[config.mk]
export PLATFORM = sky130hd
export DESIGN_NAME = rf_multiport
export DESIGN_NICKNAME = d
export VERILOG_FILES = /design/src/rtl/rf_multiport.sv
export SDC_FILE = /design/constraint.sdc
export NUM_CORES = 2
export LEC_CHECK = 0
export CAP_MARGIN = 10
export CORE_ASPECT_RATIO = 1.4
export CORE_MARGIN = 2
export CORE_UTILIZATION = 35
export DETAILED_ROUTE_END_ITERATION = 7
export GPL_TIMING_DRIVEN = 1
export PLACE_DENSITY = 0.53
export SLEW_MARGIN = 20
export SYNTH_ARGS = -nofsm -noshare
export SYNTH_HDL_FRONTEND = slang
export SYNTH_SLANG_ARGS = --single-unit
[constraint.sdc]
create_clock -name clk -period 2.2 [get_ports clk]
set_input_delay 0.44 -clock clk [delete_from_list [all_inputs] [get_ports clk]]
set_output_delay 0.44 -clock clk [all_outputs]
set_load 0.005 [all_outputs]
[src/rtl/rf_multiport.sv]
// Multi-port integer register file with pending-write scoreboard; optional RF_BYPASS_EN same-cycle write-to-read forwarding.
// Latency: read and write responses registered, 1 cycle after the request; pending_o is registered state.
// Backpressure: none, every port accepts a request every cycle.
`timescale 1ns/1ps

package rv32i;
    typedef logic [4:0] reg_addr_t;
endpackage

package core;
    typedef struct packed {
        logic              en;
        rv32i::reg_addr_t  addr;
    } rf_read_req_t;

    typedef struct packed {
        logic        done;
        logic        valid;
        logic [31:0] value;
    } rf_read_rsp_t;

    typedef struct packed {
        logic              en;
        rv32i::reg_addr_t  addr;
        logic [31:0]       data;
    } rf_write_req_t;

    typedef struct packed {
        logic done;
        logic valid;
    } rf_write_rsp_t;
endpackage

module rf_multiport #(
    parameter int READ_PORTS  = 2,   // >= 1
    parameter int WRITE_PORTS = 1,   // >= 1
    parameter int REG_COUNT   = 32   // 16 (RV32E) or 32 (RV32I)
) (
    input  logic                                 clk,
    input  logic                                 rst_n,
    input  core::rf_read_req_t  [READ_PORTS-1:0]  rd_req_i,
    output core::rf_read_rsp_t  [READ_PORTS-1:0]  rd_rsp_o,
    input  core::rf_write_req_t [WRITE_PORTS-1:0] wr_req_i,
    output core::rf_write_rsp_t [WRITE_PORTS-1:0] wr_rsp_o,
    input  logic                                 claim_en_i,
    input  rv32i::reg_addr_t                     claim_addr_i,
    output logic [REG_COUNT-1:0]                 pending_o
);

    // Index width matches the implemented array exactly (4 bits for RV32E).
    localparam int IW = (REG_COUNT == 16) ? 4 : 5;

    logic [31:0]          regs     [REG_COUNT];
    logic [31:0]          regs_nxt [REG_COUNT];
    logic [REG_COUNT-1:0] pending;
    logic [REG_COUNT-1:0] pending_nxt;

    core::rf_read_rsp_t  [READ_PORTS-1:0]  rd_rsp_nxt;
    core::rf_write_rsp_t [WRITE_PORTS-1:0] wr_rsp_nxt;

    // Only RV32E has unimplemented addresses (x16..x31).
    function automatic logic in_range(input rv32i::reg_addr_t a);
        return (REG_COUNT == 32) || (a[4] == 1'b0);
    endfunction

    // x0 is hardwired: never stored, never pending.
    function automatic logic writable(input rv32i::reg_addr_t a);
        return in_range(a) && (a != 5'd0);
    endfunction

    assign pending_o = pending;

    // Next array/scoreboard: writes in port order so the highest index wins, then the claim overrides the clear.
    always_comb begin
        regs_nxt    = regs;
        pending_nxt = pending;
        for (int w = 0; w < WRITE_PORTS; w++) begin
            if (wr_req_i[w].en && writable(wr_req_i[w].addr)) begin
                regs_nxt[wr_req_i[w].addr[IW-1:0]]    = wr_req_i[w].data;
                pending_nxt[wr_req_i[w].addr[IW-1:0]] = 1'b0;
            end
        end
        if (claim_en_i && writable(claim_addr_i)) begin
            pending_nxt[claim_addr_i[IW-1:0]] = 1'b1;
        end
    end

    // Write responses: acknowledge every request, valid only for implemented registers.
    always_comb begin
        for (int w = 0; w < WRITE_PORTS; w++) begin
            wr_rsp_nxt[w] = '0;
            if (wr_req_i[w].en) begin
                wr_rsp_nxt[w].done  = 1'b1;
                wr_rsp_nxt[w].valid = in_range(wr_req_i[w].addr);
            end
        end
    end

    // Read responses: pre-write view by default, post-write view when forwarding is built in.
    always_comb begin
        for (int r = 0; r < READ_PORTS; r++) begin
            rd_rsp_nxt[r] = '0;
            if (rd_req_i[r].en) begin
                rd_rsp_nxt[r].done = 1'b1;
                if (in_range(rd_req_i[r].addr)) begin
`ifdef RF_BYPASS_EN
                    rd_rsp_nxt[r].value = regs_nxt[rd_req_i[r].addr[IW-1:0]];
                    rd_rsp_nxt[r].valid = !pending_nxt[rd_req_i[r].addr[IW-1:0]];
`else
                    rd_rsp_nxt[r].value = regs[rd_req_i[r].addr[IW-1:0]];
                    rd_rsp_nxt[r].valid = !pending[rd_req_i[r].addr[IW-1:0]];
`endif
                end
            end
        end
    end

    // State and response registers; reset drops everything in flight.
    always_ff @(posedge clk or negedge rst_n) begin
        if (!rst_n) begin
            for (int i = 0; i < REG_COUNT; i++) begin
                regs[i] <= '0;
            end
            pending  <= '0;
            rd_rsp_o <= '0;
            wr_rsp_o <= '0;
        end else begin
            for (int i = 0; i < REG_COUNT; i++) begin
                regs[i] <= regs_nxt[i];
            end
            pending  <= pending_nxt;
            rd_rsp_o <= rd_rsp_nxt;
            wr_rsp_o <= wr_rsp_nxt;
        end
    end

endmodule

# After elaboration in Yosys (flattened, before gate mapping)
# Cells that the tools add are included.
[word_totals]
in_bits = 58
word_cells = 88
regBits = 1126
[op_classes]
n_reduce_logical = 9
bitwise_logic = 6
muxes = 22
n_lt_le_gt_ge = 10
[ops]
columns = ["operator", "n"]
rows = [
  ["$bwmux W1024", 1],
  ["$bmux W32 S5", 2],
  ["$mux W32", 7],
  ["$demux W32 S5", 1],
  ["$mux W34", 2],
  ["$and A32 B32 Y32", 1],
  ["$not A32 Y32", 1],
  ["$or A32 B32 Y32", 1],
  ["$lt A5 B6 Y1 const B", 4],
  ["$ge A6 B6 Y1 const B", 3],
  ["$not A5 Y6", 3],
  ["$bmux W1 S5", 2],
  ["$demux W1 S5", 2],
  ["$ge A5 B1 Y1 const B", 2],
  ["$reduce_bool A5 Y1", 2],
  ["$lt A6 B1 Y1 const B", 1],
  ["$logic_and A1 B1 Y1", 5],
  ["$mux W1", 4],
  ["$logic_not A1 Y1", 2],
  ["$mux W2", 1],
]

# Longest topological paths before layout
[depth]
depth_word = 9
mapped_depth = 9

# Least setup slack after synthesis
# Ideal clock, no wire load.
[synth_timing]
path_type = "input to register"
startpoint = "input port rd_req_i[0] in the netlist's numbering"
endpoint = "register rd_rsp_o[14] in the netlist's numbering"
path_stages = 6
arrival_time_ps = 1915
required_ps = 2059
slack_ps = 144
n_path_buf = 2
cell_sequence = "buf_2 -> buf_2 -> mux4_2 -> mux2_2 -> o221ai_1 -> a31oi_1"
[synth_rtl]
columns = ["item", "line_no", "source"]
rows = [
  ["start: declaration", "41", "input core::rf_read_req_t [READ_PORTS-1:0] rd_req_i,"],
  ["end signal: assignment", "132", "rd_rsp_o <= rd_rsp_nxt;"],
  ["end: declaration", "42", "output core::rf_read_rsp_t [READ_PORTS-1:0] rd_rsp_o,"],
]

# Worst setup path in the final report
[layout_timing]
startpoint = "register pending[9] (netlist: pending_o[9])"
endpoint = "output port pending_o[9]"
[layout_rtl]
columns = ["item", "line_no", "source"]
rows = [
  ["start: declaration", "55", "logic [REG_COUNT-1:0] pending;"],
  ["start signal: assignment", "131", "pending <= pending_nxt;"],
  ["end: declaration", "47", "output logic [REG_COUNT-1:0] pending_o"],
]
# No word-level cell between the ends.

==> metrics.md <==
| Metric | Value |
|---|---|
| Outcome | `completed` |
| Cells along the critical path | `clkdlybuf4s50_1` |
| CTS tree | `built` |
| Worst Path Required | `1.76 ns` |
| Delay-heaviest family, CP | `buffers and inverters` |
| Reported leakage power | `30.40 nW` |
| Register area share after synthesis | `0.4860` |
| Clock Sink Count | `1,125` |
| Num CTS Buffers | `114` |
| Area Overhead vs Synth | `21.10%` |
| I/O Pins | `160` |
| Rows | `around 180` |
| Worst Path Buf+Inv | `1` |
| Uppermost layer routed | `met5` |
| Hold crit path type | `in2reg` |
| Die Ht | `485.4 um` |
| Fin nets | `4,146` |
| Drt pass-1 iters | `6` |
| DIE WIDTH | `347.8 um` |
| Met1 wire length | `84.00 mm` |
| Sequential share of power | `0.456` |
| Crit Path Class | `reg2out` |
| Crit-path max FO | `4` |
| Fin. Hold Viols | `0` |
| Root Driver | `clkbuf_16` |
| Starting density of the core | `0.3526` |
| Share of post-route cells with drive strength above 1 | `0.5514` |
| Syn_nets | `3,838` |
| Ys async rst share | `1.000` |
| Setup violations, final | `0` |
| Antenna violations before repair | `4` |
| First-pass GRT wire length | `295.5 mm` |
| Worst skew pair latency | `between 0.7 and 0.8 ns` |
| Routed WL per cell | `32.16 um` |
| Total power | `~0.06 W` |
| Vias/cell | `5.984` |
| Clock share of power | `0.337` |
| Synth Warn # | `0` |
| Peak supply drop | `0.7251 mV` |
| Slew margin rel. | `0.3623` |
| Aggregate global-route resource usage | `0.2408` |
| Routed length on met2 | `a little over 100 mm` |
| Most frequent cells in the layout | `mux2_2, dfrtp_1, mux4_2` |
| Endpoint arrival time on the critical path | `1.72 ns` |
| Net Sw Power | `0.01668 W` |
| 1st-iter DRT viols | `between 3,000 and 4,000` |
| Clk buf depth | `3` |
| GP Congestion | `0.8418` |
| Post-Syn Area | `0.05793 mm^2` |
| Fin Clk Skew | `0.03580 ns` |
| Total grt overflow | `0` |
| Crit-path max cell delay | `0.54 ns` |
| Drt drc | `0` |
| Vias in the first global route | `40,150` |
| Cells after Synth | `~3,800` |
| Period utilization | `0.9801` |
| Main synth FF type | `dfrtp_1` |
| Fmax | `463.8 MHz` |
| Crit path time final | `between 2 and 2.5 ns` |
| Startpoint Class | `register` |
| CP endpoint kind | `output pin` |
| H-tree Lvls | `3` |
| DIE AREA | `0.1688 mm^2` |
| ANT nets after route | `0` |
| Post-synth EDFFs | `0` |
| Critical path's slowest cell | `clkdlybuf4s50_1` |
| Comb power frac | `0.207` |
| Setup repair after global routing missed its margin | `no` |
| Setup TNS | `0 ns` |
| Slew at the pin closest to its max-slew limit | `approximately 0.95 ns` |
| Pwr Density | `864.2 mW/mm^2` |
| Worst setup margin | `0.04367 ns` |
| Internal power of the cells | `0.04394 W` |
| WL met3 | `8.557 mm` |
| Pins over their slew limit | `0` |
| Commonest non-fill, non-tap cell in the layout | `mux2_2` |
| Sw Share | `0.2752` |
| Largest net degree at the start of global routing | `106` |
| Routed Wire Length | `203.1 mm` |
| Total core area | `0.1643 mm^2` |
| Avg Synthesized Cell Area | `15.33 um^2` |
| Number of synthesized register bits | `between 1,000 and 1,500` |
| Port Buffers | `159` |
| Via Count | `37,790` |
| MaxCap Viol Count | `0` |
| DP Wirelength | `137.1 mm` |
| Pre-CTS WS | `-0.6148 ns` |
| Distinct cells, synth | `42` |
| CTS clk-pin slew, worst paths | `roughly 0.070 ns` |
logic make-up after synthesis:
| logic type | synth area share |
|---|---|
| DFF | 0.4860 |
| and+or+nand+nor | 0.008899 |
| AOI/OAI and AO/OA | 0.04730 |
| buffers and inverters | 0.03829 |
| muxes | 0.4195 |
per-layer routing:
metal,GRT usage,up-vias
li1,-,15330
met2,0.4091,1207
met5,0,-
met1,0.3116,20840
met4,0.1019,4
met3,0.02746,408
state kept, by name (all words and copies together), names as in the netlist:
register and cells:
regs 1024, rd_rsp_o 68, pending_o 32, wr_rsp_o 1
power groups by stage:
stage	sequential, W	combinational [W]	clock [W]
finish	0.0276	0.0125	0.0204
global route	0.0281	0.0134	0.0217
CTS	0.0275	0.0126	0.0209
detailed placement	0.0279	0.0125	0
global placement	0.0278	0.0122	0
floorplan	0.0267	0.00865	0
cell usage after synthesis, types with 19 or more instances:
master	instances	area share
a221oi_1	64	0.0097
a22oi_1	80	0.010
a31oi_1	64	0.0069
buf_1	25	0.0016
buf_2	125	0.011
buf_6	21	0.0041
clkbuf_1	242	0.016
dfrtp_1	1125	0.49
mux2_2	1113	0.22
mux2i_1	160	0.028
mux4_2	448	0.17
nand2_1	25	0.0016
o21ai_0	19	0.0016
o21ai_1	46	0.0040
o221ai_1	64	0.0097
worst paths after layout:
kind / from / end / slack (ns) / depth (start not counted)
worst max-delay path: pending_o[9] / pending_o[9] / 0.04 / 1
worst min-delay path: rd_req_i[11] / rd_rsp_o[67] / 0.07 / 2
worst max register to register: regs[807] / rd_rsp_o[7] / 0.29 / 6
worst min register to register: regs[1017] / regs[1017] / 0.39 / 0
max in group asynchronous: rst_n / pending_o[5] / 1.07 / 3
min in group asynchronous: rst_n / regs[791] / 0.15 / 2
metrics by stage:
| stage | hold WS, ns | instance area (um^2) | std cells | utilization |
|---|---|---|---|---|
| final | 0.06790 | 70150 | 6315 | 0.4270 |
| after global routing | 0.07240 | 70150 | 6314 | 0.4270 |
| after CTS | 0.03554 | 70150 | 6313 | 0.4270 |
| after detailed placement | 0.3393 | 66180 | 6096 | 0.4028 |
| after global placement | 0.3394 | 66180 | 6096 | 0.4028 |
| after floorplan | 0.1444 | 57930 | 3780 | - |
final cells by class:
class,instances,area [um^2]
Fill cell,14930,94120
Multi-Input combinational cell,2199,27850
Sequential cell,1125,28180
Clock buffer,166,3410
Tap cell,2136,2673
Inverter,15,61.31
Antenna cell,2,5.005
Timing Repair Buffer,633,7526
Clock inverter,39,449.2
what timing repair did:
| action | CTS | global route |
|---|---|---|
| hold buffers | 1 | 0 |
| setup endpoints to repair | 31 | 0 |
| resized for setup | 24 | 0 |
| buffers inserted | 11 | 0 |
| endpoints found under the hold margin | 344 | 0 |
Note: power is estimated with default switching activity, not from simulation.
